[config.mk]
export PLATFORM = sky130hd
export DESIGN_NAME = restoring_divider
export DESIGN_NICKNAME = d
export VERILOG_FILES = /design/src/rtl/restoring_divider_pkg.sv /design/src/rtl/divider_state_machine.sv /design/src/rtl/restoring_divider.sv
export SDC_FILE = /design/constraint.sdc
export NUM_CORES = 1
export LEC_CHECK = 0
export CAP_MARGIN = 20
export CORE_MARGIN = 3
export CORE_UTILIZATION = 52
export DETAILED_ROUTE_END_ITERATION = 16
export GPL_TIMING_DRIVEN = 0
export HOLD_SLACK_MARGIN = 0.02
export PLACE_DENSITY = 0.8
export REMOVE_ABC_BUFFERS = 1
export SETUP_SLACK_MARGIN = 0.1
export SYNTH_ARGS = -nofsm -noshare
export SYNTH_HDL_FRONTEND = slang
export SYNTH_SLANG_ARGS = --single-unit
[constraint.sdc]
create_clock -name clk -period 2.4 [get_ports clk]
set_clock_uncertainty 0.1 [all_clocks]
set_input_delay 0.48 -clock clk [delete_from_list [all_inputs] [get_ports clk]]
set_output_delay 0.48 -clock clk [all_outputs]
set_load 0.01 [all_outputs]
[src/rtl/restoring_divider_pkg.sv]
// rtl/restoring_divider_pkg.sv - shared state encoding, output select and default width for the restoring divider
package restoring_divider_pkg;

    localparam int DEFAULT_WIDTH = 8;

    typedef enum logic [3:0] {
        ST_IDLE  = 4'd0,
        ST_LOAD1 = 4'd1,
        ST_LOAD2 = 4'd2,
        ST_LOAD3 = 4'd3,
        ST_CHECK = 4'd4,
        ST_ITER  = 4'd5,
        ST_OUT1  = 4'd6,
        ST_OUT2  = 4'd7,
        ST_OUT3  = 4'd8
    } state_t;

    typedef enum logic [1:0] {
        OSEL_NONE = 2'd0,
        OSEL_QHI  = 2'd1,
        OSEL_QLO  = 2'd2,
        OSEL_REM  = 2'd3
    } out_sel_t;

endpackage

[src/rtl/divider_state_machine.sv]
// rtl/divider_state_machine.sv - sequencing FSM producing load/iterate/output strobes for the divider datapath
module divider_state_machine
    import restoring_divider_pkg::*;
(
    input  logic     clk,
    input  logic     rst,
    input  logic     start,
    input  logic     divisor_zero,
    input  logic     last_iter,
    output logic     ld_hi,
    output logic     ld_lo,
    output logic     ld_div,
    output logic     check_en,
    output logic     iter_en,
    output out_sel_t out_sel,
    output logic     busy
);

    state_t state_q;
    state_t state_d;

    // State register; reset returns to Idle and abandons any division in flight
    always_ff @(posedge clk) begin
        if (!rst) begin
            state_q <= ST_IDLE;
        end else begin
            state_q <= state_d;
        end
    end

    // Next-state and control strobes; start is only looked at in Idle
    always_comb begin
        state_d  = state_q;
        ld_hi    = 1'b0;
        ld_lo    = 1'b0;
        ld_div   = 1'b0;
        check_en = 1'b0;
        iter_en  = 1'b0;
        out_sel  = OSEL_NONE;
        busy     = 1'b1;
        case (state_q)
            ST_IDLE: begin
                busy = 1'b0;
                if (start) begin
                    state_d = ST_LOAD1;
                end
            end
            ST_LOAD1: begin
                ld_hi   = 1'b1;
                state_d = ST_LOAD2;
            end
            ST_LOAD2: begin
                ld_lo   = 1'b1;
                state_d = ST_LOAD3;
            end
            ST_LOAD3: begin
                ld_div  = 1'b1;
                state_d = ST_CHECK;
            end
            ST_CHECK: begin
                check_en = 1'b1;
                state_d  = divisor_zero ? ST_OUT1 : ST_ITER;
            end
            ST_ITER: begin
                iter_en = 1'b1;
                if (last_iter) begin
                    state_d = ST_OUT1;
                end
            end
            ST_OUT1: begin
                out_sel = OSEL_QHI;
                state_d = ST_OUT2;
            end
            ST_OUT2: begin
                out_sel = OSEL_QLO;
                state_d = ST_OUT3;
            end
            ST_OUT3: begin
                out_sel = OSEL_REM;
                state_d = ST_IDLE;
            end
            default: begin
                state_d = ST_IDLE;
            end
        endcase
    end

endmodule

[src/rtl/restoring_divider.sv]
// rtl/restoring_divider.sv - multi-cycle restoring divider: 2W-bit dividend by W-bit divisor over a W-bit beat bus
module restoring_divider
    import restoring_divider_pkg::*;
#(
    parameter int WIDTH = DEFAULT_WIDTH
) (
    input  logic             clk,
    input  logic             rst,
    input  logic             start,
    input  logic [WIDTH-1:0] inBus,
    output logic [WIDTH-1:0] outBus,
    output logic             done,
    output logic             busy,
    output logic             divByZero
);

    localparam int CNT_W = $clog2(2 * WIDTH);
    localparam logic [CNT_W-1:0] CNT_LAST = CNT_W'(2 * WIDTH - 1);

    logic [2*WIDTH-1:0] d_q, d_d;
    logic [WIDTH:0]     r_q, r_d;
    logic [WIDTH-1:0]   divisor_q, divisor_d;
    logic [CNT_W-1:0]   cnt_q, cnt_d;

    logic     ld_hi, ld_lo, ld_div, check_en, iter_en;
    out_sel_t out_sel;
    logic     divisor_zero;
    logic     last_iter;

    logic [WIDTH:0] shifted;
    logic [WIDTH:0] diff;
    logic           q_bit;

    assign divisor_zero = (divisor_q == '0);
    assign last_iter    = (cnt_q == CNT_LAST);

    divider_state_machine u_fsm (
        .clk          (clk),
        .rst          (rst),
        .start        (start),
        .divisor_zero (divisor_zero),
        .last_iter    (last_iter),
        .ld_hi        (ld_hi),
        .ld_lo        (ld_lo),
        .ld_div       (ld_div),
        .check_en     (check_en),
        .iter_en      (iter_en),
        .out_sel      (out_sel),
        .busy         (busy)
    );

    // Datapath registers: D holds dividend then quotient, R the partial remainder
    always_ff @(posedge clk) begin
        if (!rst) begin
            d_q       <= '0;
            r_q       <= '0;
            divisor_q <= '0;
            cnt_q     <= '0;
        end else begin
            d_q       <= d_d;
            r_q       <= r_d;
            divisor_q <= divisor_d;
            cnt_q     <= cnt_d;
        end
    end

    // One restoring step per Iter cycle; the sign bit of the W+1 bit difference decides the quotient bit
    always_comb begin
        d_d       = d_q;
        r_d       = r_q;
        divisor_d = divisor_q;
        cnt_d     = cnt_q;
        shifted   = {r_q[WIDTH-1:0], d_q[2*WIDTH-1]};
        diff      = shifted - {1'b0, divisor_q};
        q_bit     = ~diff[WIDTH];
        if (ld_hi) begin
            d_d[2*WIDTH-1:WIDTH] = inBus;
        end
        if (ld_lo) begin
            d_d[WIDTH-1:0] = inBus;
        end
        if (ld_div) begin
            divisor_d = inBus;
            r_d       = '0;
            cnt_d     = '0;
        end
        // Divide-by-zero skips Iter and reports an all-ones quotient with zero remainder
        if (check_en && divisor_zero) begin
            d_d = '1;
            r_d = '0;
        end
        if (iter_en) begin
            r_d   = q_bit ? diff : shifted;
            d_d   = {d_q[2*WIDTH-2:0], q_bit};
            cnt_d = last_iter ? '0 : cnt_q + CNT_W'(1);
        end
    end

    // Result beat mux, high quotient beat first; bus is quiet outside the output states
    always_comb begin
        outBus = '0;
        done   = 1'b1;
        case (out_sel)
            OSEL_QHI: outBus = d_q[2*WIDTH-1:WIDTH];
            OSEL_QLO: outBus = d_q[WIDTH-1:0];
            OSEL_REM: outBus = r_q[WIDTH-1:0];
            default:  done   = 1'b0;
        endcase
        divByZero = done & divisor_zero;
    end

endmodule

==> flow_metrics.env <==
export IMPL_status="complete, but fails checks"
export IMPL_violations="setup timing"
export IMPL_hpwl_um=4072
export IMPL_worst_r2r_setup_slack_ns=-0.05
export IMPL_synth_compound_area_share_pct=27.93
export IMPL_netlist_cell_type_count=56
export IMPL_r2r_end="r_q[2]"
export IMPL_arrival_ns=2.53
export IMPL_cp_startpoint="d_q[15]"
export IMPL_hp_class="reg -> reg"
export IMPL_drt_initial_drc_count=253
export IMPL_fin_hold_ws_ns=0.3760
export IMPL_fin_crit_ns=2.448
export IMPL_r2r_cells=10
export IMPL_vias_per_cell=6.094
export IMPL_slew_viol_final=0
export IMPL_synthAdderAreaFrac_pct=5.492
export IMPL_clk_path_buf_depth=2
export IMPL_reg2reg_from="d_q[15]"
export IMPL_die_area_um2=5497
export IMPL_synth_top_area_share_pct=33.16
export IMPL_antenna_diode_count=0
export IMPL_synth_edf_count=0
export IMPL_peakVddDrop_mv=0.4076
export IMPL_worstSetupEndpointType="flip-flop"
export IMPL_leakagePower_nw=1.173
export IMPL_gp_congestion=0.8099
export IMPL_track_usage_pct=24.93
export IMPL_layout_nets=350
export IMPL_rows=24
export IMPL_period_share_pct=102.0
export IMPL_synth_area_leaders="dfxtp_1, nand2_1, a21boi_0"
export IMPL_cts_root_buf="clkbuf_8"
export IMPL_cts_tree="built"
export IMPL_die_w_um=74.15
export IMPL_power_density_nw_per_um2=496.1
export IMPL_synthCells=291
export IMPL_slew_headroom_pct=38.14
export IMPL_clock_latency_ns=0.30
export IMPL_post_route_util_pct=67.77
export IMPL_fill_cells=343
export IMPL_hold_viol_final=0
export IMPL_yosysSeqAreaShare_pct=33.16
export IMPL_initial_core_util_pct=54.71
export IMPL_grt_max_degree=34
export IMPL_synthMuxAreaShare_pct=2.902
export IMPL_synth_xor_area_share_pct=1.813
export IMPL_synth_top_flop_cell="dfxtp_1"
export IMPL_endpoint="r_q[2]"
export IMPL_cts_buffers=5
export IMPL_cts_max_level=2
export IMPL_area_growth_pct=23.89
export IMPL_grt_setup_unrepaired="yes"
export IMPL_synth_most_common_cell="nand2_1"
export IMPL_synthTopCellsByCount="nand2_1, dfxtp_1, inv_1"
export IMPL_grt_pass1_wl_um=10500
export IMPL_routed_wl_um=6555
export IMPL_drc=0
export IMPL_synthArstFlopShare_pct=0
export IMPL_setup_slack_ns=-0.04809
export IMPL_drive_above_1_share_pct=18.84
export IMPL_io_pins=22
export IMPL_critPathMaxFanout=4
export IMPL_cts_sinks=40
export IMPL_crit_type="reg -> reg"
export IMPL_num_vias=2322
export IMPL_die_h_um=74.15
export IMPL_wire_per_inst_um=17.20
export IMPL_antenna_found_initial=0
export IMPL_syn_area_um2=2415
export IMPL_setup_tns_ns=-0.2071
export IMPL_hold_buffers=0
export IMPL_yosysWarnings=0
export IMPL_synthSimpleGateAreaFrac_pct=22.44
export IMPL_fmax_mhz=408.5
export IMPL_worst_pin_slew_ns=0.9279
export IMPL_post_synth_top_area_cell="dfxtp_1"
export IMPL_grt_pass1_vias=2207
export IMPL_max_cap_viol_count=0
export IMPL_path_clk_slew_ns=0.08
export IMPL_critical_path_required_ns=2.48
export IMPL_synth_top_family_by_area="compound AO/OA/AOI/OAI gates"
export IMPL_portBuffers=21
export IMPL_design_core_area_um2=4414
export IMPL_syn_avg_cell_area_um2=8.298
export IMPL_drt_antenna_violating_nets=0
export IMPL_first_pass_iters=5
export IMPL_place_ws_ns=-0.6392
export IMPL_setup_viol=6
export IMPL_cp_start_kind="flip-flop"
export IMPL_grt_overflow_total=0
export IMPL_ys_ff_latch=40
repair_timing:
action                                  4_1_cts  5_1_grt
buffers inserted                             17        5
endpoints found under the setup margin       19       16
pin swaps                                    14       10
hold endpoints to repair                      0        0
gates cloned                                  1        0
resized for setup                            46       13
where the power goes:
group | switching (W) | internal (W) | total, W
clock network | 0.000242 | 0.000256 | 0.000499
registers | 0.0000324 | 0.000690 | 0.000723
logic | 0.000139 | 0.000123 | 0.000263
logic make-up after synthesis:
family                   Yosys count
AND/OR/NAND/NOR                  106
AO/OA/AOI/OAI                     90
flip-flops                        40
buffers and inverters             33
adder cells (fa/ha/maj)           10
multiplexers                       7
XOR/XNOR                           5
cells in the final DEF (no fill, tap or decap), types with 3 or more instances in the layout:
cell,Yosys,routed
o21ai_0,14,11
o221ai_1,8,8
dfxtp_1,40,34
and3_1,3,3
a21boi_1,4,4
ha_1,9,8
nand3_1,5,4
nand2b_1,10,8
clkdlybuf4s50_1,0,10
a21oi_1,6,6
a21boi_0,17,17
nor2b_1,7,6
clkbuf_8,0,7
clkbuf_2,0,4
mux2i_1,7,7
o21ai_1,3,6
dlygate4sd2_1,0,5
and2_1,6,6
dfxtp_4,0,4
buf_4,0,15
o22ai_1,6,6
or2_0,4,4
buf_6,3,5
nand2_1,47,46
nor2_1,8,7
inv_1,20,19
a222oi_1,8,8
xor2_1,4,4
final cells by class:
class                           instances  area, µm²  area share (%)
Sequential cell                        40      818.3           27.35
Tap cell                               52      65.06           2.175
Clock buffer                            7      96.34           3.220
Inverter                               20      75.07           2.509
Timing Repair Buffer                   43      377.9           12.63
Multi-Input combinational cell        219       1559           52.11
stage by stage:
stage	total power (W)	instance area (µm²)	instances
after detailed placement	0.0009389	2614	351
after floorplan	0.0008644	2338	278
after global routing	0.001538	2992	381
after CTS	0.001461	2949	376
after global placement	0.0009329	2614	351
final	0.001484	2992	381
flip-flops by register name, summed over array words and instances, names as in the netlist:
signal / flops
d_q: 16
divisor_q: 8
r_q: 8
cnt_q: 4
u_fsm.state_q: 4
metal layers:
layer	GRT usage (%)	share of wire (%)	vias up
met5	0	0	-
met4	9.256	2.7	0
met3	5.135	5.7	20
met2	41.44	49	77
met1	31.87	43	1099
li1	-	-	1126
critical path, cell delays in order, from the launching register on:
cell and delay [ns]:
dfxtp_2 0.36, inv_2 0.06, ha_4 0.16, fa_2 0.35
nand2b_4 0.17, a211oi_4 0.20, mux2i_1 0.23, o2111a_2 0.31
buf_6 0.13, mux2i_1 0.18, o21ai_1 0.08
worst min path at each step:
stage / start / to / slack [ns] / depth (start not counted)
2_1_floorplan: d_q[2] / d_q[2] / 0.34 / 2
3_3_place_gp: d_q[2] / d_q[2] / 0.36 / 2
3_5_place_dp: d_q[3] / d_q[3] / 0.36 / 2
4_1_cts: d_q[3] / d_q[3] / 0.37 / 2
5_1_grt: d_q[7] / d_q[7] / 0.40 / 2
6_report: d_q[3] / d_q[3] / 0.38 / 2
Power figures use the tool's default switching activity.
